**config.mk**
```make
export PLATFORM = sky130hd
export DESIGN_NAME = ps2_key_receiver
export DESIGN_NICKNAME = d
export VERILOG_FILES = /design/src/rtl/ps2_pkg.sv /design/src/rtl/ps2_sync_filter.sv /design/src/rtl/ps2_key_receiver.sv
export SDC_FILE = /design/constraint.sdc
export NUM_CORES = 1
export LEC_CHECK = 0
export BUFFER_PORTS_ARGS = -buffer_cell sky130_fd_sc_hd__buf_2
export CORE_UTILIZATION = 45
export CTS_CLUSTER_DIAMETER = 100
export DETAILED_ROUTE_END_ITERATION = 10
export GPL_TIMING_DRIVEN = 0
export PLACE_DENSITY = 0.67
export SETUP_SLACK_MARGIN = 0.02
export SLEW_MARGIN = 20
export SYNTH_ARGS = -nofsm -noshare
export SYNTH_HDL_FRONTEND = slang
export SYNTH_SLANG_ARGS = --single-unit
```
**constraint.sdc**
```tcl
create_clock -name clk -period 1.92 [get_ports clk]
set_input_delay 0.096 -clock clk [delete_from_list [all_inputs] [get_ports clk]]
set_output_delay 0.096 -clock clk [all_outputs]
set_load 0.005 [all_outputs]
```
**src/rtl/ps2_pkg.sv**
```systemverilog
// Shared PS/2 definitions: receiver FSM encoding, frame geometry, parity helper
// and the scan codes the game state machine consumes.
package ps2_pkg;

  typedef enum logic [1:0] {
    ST_IDLE  = 2'd0,
    ST_SHIFT = 2'd1,
    ST_CHECK = 2'd2
  } ps2_state_e;

  localparam int unsigned FRAME_LEN  = 32'd11;
  localparam logic [3:0]  PARITY_IDX = 4'(FRAME_LEN - 32'd2);
  localparam logic [3:0]  STOP_IDX   = 4'(FRAME_LEN - 32'd1);

  localparam logic [7:0] SC_LEFT     = 8'h6B;
  localparam logic [7:0] SC_RIGHT    = 8'h74;
  localparam logic [7:0] SC_UP       = 8'h75;
  localparam logic [7:0] SC_ENTER    = 8'h5A;
  localparam logic [7:0] SC_SPACE    = 8'h29;
  localparam logic [7:0] SC_EXTENDED = 8'hE0;
  localparam logic [7:0] SC_BREAK    = 8'hF0;

  // PS/2 uses odd parity over the eight data bits plus the parity bit.
  function automatic logic odd_parity_ok(input logic [7:0] data, input logic parity);
    return ^{data, parity};
  endfunction

endpackage

```
**src/rtl/ps2_sync_filter.sv**
```systemverilog
// Two-flop synchronizer for one PS/2 line, optionally followed by a run-length
// glitch filter; both stages rest at 1 (idle bus) out of reset.
module ps2_sync_filter #(
  parameter int unsigned FILTER_LEN = 32'd4,
  parameter bit          FILTER_EN  = 1'b1
) (
  input  logic clk,
  input  logic rst,
  input  logic din,
  output logic level_o
);

  logic [1:0] sync_q, sync_d;

  // Synchronizer next value.
  always_comb begin
    sync_d = {sync_q[0], din};
  end

  // Synchronizer flops.
  always_ff @(posedge clk) begin
    if (rst) begin
      sync_q <= 2'b11;
    end else begin
      sync_q <= sync_d;
    end
  end

  if (FILTER_EN) begin : g_filter
    localparam int unsigned CNT_W = (FILTER_LEN > 32'd1) ? $clog2(FILTER_LEN) : 32'd1;
    localparam logic [CNT_W-1:0] CNT_LAST = CNT_W'(FILTER_LEN - 32'd1);

    logic             filt_q, filt_d;
    logic [CNT_W-1:0] cnt_q, cnt_d;

    // Count consecutive samples that disagree with the accepted level.
    always_comb begin
      filt_d = filt_q;
      cnt_d  = {CNT_W{1'b0}};
      if (sync_q[1] == filt_q) begin
        cnt_d = {CNT_W{1'b0}};
      end else if (cnt_q == CNT_LAST) begin
        filt_d = sync_q[1];
        cnt_d  = {CNT_W{1'b0}};
      end else begin
        cnt_d = cnt_q + CNT_W'(32'd1);
      end
    end

    // Filter state flops.
    always_ff @(posedge clk) begin
      if (rst) begin
        filt_q <= 1'b1;
        cnt_q  <= {CNT_W{1'b0}};
      end else begin
        filt_q <= filt_d;
        cnt_q  <= cnt_d;
      end
    end

    assign level_o = filt_q;
  end else begin : g_bypass
    assign level_o = sync_q[1];
  end

endmodule

```
**src/rtl/ps2_key_receiver.sv**
```systemverilog
// PS/2 keyboard frame receiver producing the last two scan bytes for the game FSM.
// Define PS2_TIMEOUT_EN to add a mid-frame watchdog of TIMEOUT_CYCLES clk cycles.
module ps2_key_receiver
  import ps2_pkg::*;
#(
  parameter int unsigned FILTER_LEN     = 32'd4,
  parameter int unsigned TIMEOUT_CYCLES = 32'd50000
) (
  input  logic        clk,
  input  logic        rst,
  input  logic        ps2_clk,
  input  logic        ps2_data,
  output logic [15:0] xkey,
  output logic        key_valid,
  output logic        frame_err
);

  logic       clk_lvl_s, data_lvl_s, fall_s, timeout_s;
  logic       clk_prev_q, clk_prev_d;
  ps2_state_e state_q, state_d;
  logic [3:0] bit_cnt_q, bit_cnt_d;
  logic [7:0] shift_q, shift_d;
  logic       parity_q, parity_d, stop_q, stop_d;
  logic [15:0] xkey_q, xkey_d;
  logic       key_valid_q, key_valid_d, frame_err_q, frame_err_d;

  ps2_sync_filter #(.FILTER_LEN(FILTER_LEN), .FILTER_EN(1'b1)) u_clk_filter (
    .clk(clk), .rst(rst), .din(ps2_clk), .level_o(clk_lvl_s)
  );

  // The data line is only synchronized: it is sampled while the clock is settled.
  ps2_sync_filter #(.FILTER_LEN(FILTER_LEN), .FILTER_EN(1'b0)) u_data_sync (
    .clk(clk), .rst(rst), .din(ps2_data), .level_o(data_lvl_s)
  );

  assign clk_prev_d = clk_lvl_s;
  assign fall_s     = clk_prev_q & ~clk_lvl_s;

`ifdef PS2_TIMEOUT_EN
  localparam int unsigned WDOG_W = $clog2(TIMEOUT_CYCLES + 32'd1);
  localparam logic [WDOG_W-1:0] WDOG_LIMIT = WDOG_W'(TIMEOUT_CYCLES);

  logic              edge_s;
  logic [WDOG_W-1:0] wdog_q, wdog_d;

  assign edge_s    = clk_prev_q ^ clk_lvl_s;
  assign timeout_s = (state_q == ST_SHIFT) && (wdog_q == WDOG_LIMIT) && !edge_s;

  // Watchdog restarts on every filtered clock edge and outside SHIFT.
  always_comb begin
    if ((state_q != ST_SHIFT) || edge_s) begin
      wdog_d = {WDOG_W{1'b0}};
    end else if (wdog_q != WDOG_LIMIT) begin
      wdog_d = wdog_q + WDOG_W'(32'd1);
    end else begin
      wdog_d = wdog_q;
    end
  end

  // Watchdog counter.
  always_ff @(posedge clk) begin
    if (rst) begin
      wdog_q <= {WDOG_W{1'b0}};
    end else begin
      wdog_q <= wdog_d;
    end
  end
`else
  // No watchdog: a stalled frame waits forever; the parameter only keeps the interface uniform.
  assign timeout_s = 1'b0 && (TIMEOUT_CYCLES != 32'd0);
`endif

  // State and datapath registers.
  always_ff @(posedge clk) begin
    if (rst) begin
      state_q     <= ST_IDLE;
      clk_prev_q  <= 1'b1;
      bit_cnt_q   <= 4'd0;
      shift_q     <= 8'h00;
      parity_q    <= 1'b0;
      stop_q      <= 1'b0;
      xkey_q      <= 16'h0000;
      key_valid_q <= 1'b0;
      frame_err_q <= 1'b0;
    end else begin
      state_q     <= state_d;
      clk_prev_q  <= clk_prev_d;
      bit_cnt_q   <= bit_cnt_d;
      shift_q     <= shift_d;
      parity_q    <= parity_d;
      stop_q      <= stop_d;
      xkey_q      <= xkey_d;
      key_valid_q <= key_valid_d;
      frame_err_q <= frame_err_d;
    end
  end

  // Next-state logic.
  always_comb begin
    state_d = state_q;
    case (state_q)
      ST_IDLE: begin
        if (fall_s && !data_lvl_s) state_d = ST_SHIFT;
        else                       state_d = ST_IDLE;
      end
      ST_SHIFT: begin
        if (timeout_s)                            state_d = ST_IDLE;
        else if (fall_s && bit_cnt_q == STOP_IDX) state_d = ST_CHECK;
        else                                      state_d = ST_SHIFT;
      end
      ST_CHECK: state_d = ST_IDLE;
      default:  state_d = ST_IDLE;
    endcase
  end

  // Bit capture and frame verdict; bit_cnt names the next bit expected (1..10).
  always_comb begin
    bit_cnt_d   = bit_cnt_q;
    shift_d     = shift_q;
    parity_d    = parity_q;
    stop_d      = stop_q;
    xkey_d      = xkey_q;
    key_valid_d = 1'b0;
    frame_err_d = 1'b0;
    case (state_q)
      ST_IDLE: begin
        if (fall_s && !data_lvl_s) bit_cnt_d = 4'd1;
        else                       bit_cnt_d = 4'd0;
      end
      ST_SHIFT: begin
        if (timeout_s) begin
          bit_cnt_d   = 4'd0;
          frame_err_d = 1'b1;
        end else if (fall_s) begin
          if (bit_cnt_q <= 4'd8) begin
            shift_d   = {data_lvl_s, shift_q[7:1]};
            bit_cnt_d = bit_cnt_q + 4'd1;
          end else if (bit_cnt_q == PARITY_IDX) begin
            parity_d  = data_lvl_s;
            bit_cnt_d = bit_cnt_q + 4'd1;
          end else begin
            stop_d    = data_lvl_s;
            bit_cnt_d = 4'd0;
          end
        end else begin
          bit_cnt_d = bit_cnt_q;
        end
      end
      ST_CHECK: begin
        bit_cnt_d = 4'd0;
        if (odd_parity_ok(shift_q, parity_q) && stop_q) begin
          xkey_d      = {xkey_q[7:0], shift_q};
          key_valid_d = 1'b1;
        end else begin
          frame_err_d = 1'b1;
        end
      end
      default: bit_cnt_d = 4'd0;
    endcase
  end

  assign xkey      = xkey_q;
  assign key_valid = key_valid_q;
  assign frame_err = frame_err_q;

endmodule

```
==> metrics.cfg <==
[run_status]
status=complete, no violations

[detailed_routing]
initialDrtViolationCount=40
vias=1340
vias_per_cell=5.11
routedWlPerCell_um=13.1
finalWirelength_um=3440
ant_nets=0
drcViolationCount=0
firstDrtPassIters=4

[cts]
clk_latency_ns=0.29
htree_levels=2
cts_buffers=5
clockRootBuffer=clkbuf_8
cts_tree=built
clk_path_buf_depth=2
clock-sinks=42
cts.clk_slew.worst_paths_ns=0.08

[finish]
final_area_um2=2230
utilization=0.588
drive_gt1_frac=0.234
syn_to_final_growth_pct=21.6
final_nets=223
final_cells=262
antenna_cells=0

[power_and_ir_drop]
power_density_nw_per_um2=738
irDropWorstVdd_uv=508
p_leak_nw=0.861
power_mw=1.65

[critical_path]
worstSetupStartpointType=register
cp_data_required_time_ns=2.14
arrival_ns=2.12
critical_path_class=reg2reg
end_kind=register
cp_max_fo=5

[global_routing]
antenna_found_initial=0
track_usage=0.183
grt_pass1_vias=1407
gr-total-overflow=0
grt_max_degree=13
grt_pass1_wl_um=5920

[synthesis]
ys_ff_latch=42
synth_area_leaders=dfxtp_1 (46%), mux2i_1 (14%), nand2b_1 (8.9%)
synth_edf_count=0
yosysWarnings=0
ys_types=37
netlist_area_um2=1840
syn_nets=185
async_reset_ff_frac=0
synth_flop_cell=dfxtp_1
synth.most_common_cell=dfxtp_1
synth.largest_area_cell=dfxtp_1
syn_inst=176
synth_common_cells=dfxtp_1 (42), mux2i_1 (26), nand2b_1 (26)
synth_area_per_cell_um2=10.4
synth-seq-area-share=0.458
synth_top_area_frac=0.458

[floorplanning]
die_w_um=65.9
initial_core_util=0.483
rows=22
die_y_um=65.9
core-area_um2=3800
io_pins=22
dieArea_um2=4340

[timing]
rsz0062_at_grt=true
slew_viol_final=0
clock.fmax_mhz=527
worst_slew_pin_slew_ns=0.576
period_minus_slack_ns=1.90
slew_headroom=0.616
setup-violations-final=0
final.setup_skew_ns=0.00635
final-hold-violation-count=0
period_share=0.988

[place]
dp_hpwl_um=2440
io_buffer_count=21
gp_congestion=0.831
dp.cells=245
post_dp_cell_area_um2=2000

[job]
cap_violations=0

[hold_path]
hold_class=in2reg

per-layer routing:
layer / vias to the layer above / global-route usage / wire, µm
li1: 671 / - / -
met1: 641 / 0.190 / 1570
met2: 23 / 0.335 / 1730
met3: 5 / 0.0586 / 101
met4: 0 / 0.0734 / 40
met5: - / 0 / 0
worst max-delay path, stage by stage, from the launching register on:
cell	delay, ns
dfxtp_2	0.33
xor3_2	0.42
or4_4	0.43
mux2i_4	0.20
buf_4	0.17
buf_16	0.11
mux2i_1	0.17
worst paths after layout:
| check | start | endpoint | slack, ns | depth (start not counted) |
|---|---|---|---|---|
| min reg2reg | u_clk_filter.sync_q[0]$_SDFF_PP1_ | u_clk_filter.sync_q[1]$_SDFF_PP1_ | 0.41 | 1 |
| min | rst | u_clk_filter.g_filter.cnt_q[1]$_SDFF_PP0_ | 0.11 | 3 |
| max | shift_q[4]$_SDFFE_PP0P_ | xkey[7]$_SDFFE_PP0P_ | 0.02 | 6 |
| max reg2reg | shift_q[4]$_SDFFE_PP0P_ | xkey[7]$_SDFFE_PP0P_ | 0.02 | 6 |
cells by family after synthesis:
| family | count (synthesis) | share of synthesized area |
|---|---|---|
| simple gates | 69 | 0.219 |
| flops | 42 | 0.458 |
| mux | 27 | 0.154 |
| compound gates | 14 | 0.0525 |
| buf+inv | 12 | 0.0334 |
| xor+xnor | 7 | 0.0491 |
| fa+ha+maj | 5 | 0.0341 |
cell type report:
class / instances / area [µm²]
Clock inverter: 1 / 30.0
Tap cell: 48 / 60.1
Timing Repair Buffer: 31 / 213
Fill cell: 319 / 1570
Inverter: 5 / 18.8
Buffer: 7 / 42.5
Multi-Input combinational cell: 122 / 941
Clock buffer: 6 / 82.6
Sequential cell: 42 / 845
registers in the layout, indices dropped and copies added (netlist names):
name                         cells
shift_q                          8
clk_prev_q                       1
state_q                          2
u_clk_filter.level_o             1
u_clk_filter.sync_q              2
bit_cnt_q                        4
frame_err                        1
stop_q                           1
xkey                            16
u_data_sync.sync_q               2
key_valid                        1
parity_q                         1
u_clk_filter.g_filter.cnt_q      2
per-stage QoR:
step	worst slack [ns]	setup TNS [ns]	hold slack [ns]
after floorplan	-0.0250	-0.250	0.200
after global placement	-0.184	-1.91	0.280
after detailed placement	-0.233	-2.54	0.285
after CTS	-0.0110	-0.0230	0.106
after global routing	-0.0512	-0.406	0.129
final	0.0234	0	0.114
report_power, final:
group / switching [mW] / total, mW / leakage [nW] / internal, mW
sequential: 0.00857 / 0.887 / 0.341 / 0.878
combinational: 0.0330 / 0.0609 / 0.463 / 0.0279
clock: 0.285 / 0.701 / 0.0573 / 0.416
placed cells by master (no fill, tap or decap), types with 5 or more instances in the layout:
| cell type | count |
|---|---|
| nand2b_1 | 26 |
| a21oi_1 | 5 |
| ha_1 | 5 |
| inv_1 | 5 |
| dfxtp_1 | 39 |
| buf_2 | 21 |
| clkbuf_1 | 6 |
| nor2_1 | 15 |
| nand2_1 | 5 |
| buf_4 | 5 |
| clkbuf_8 | 6 |
| or2_2 | 5 |
| mux2i_1 | 26 |
repair_timing:
| item | CTS | global route |
|---|---|---|
| gates cloned | 1 | 0 |
| setup buffers | 5 | 2 |
| hold buffers | 2 | 0 |
| hold endpoints to repair | 2 | 0 |
| resized for setup | 5 | 3 |
| setup endpoints to repair | 17 | 15 |
| pin swaps | 1 | 0 |
(Power assumes the default switching activity.)
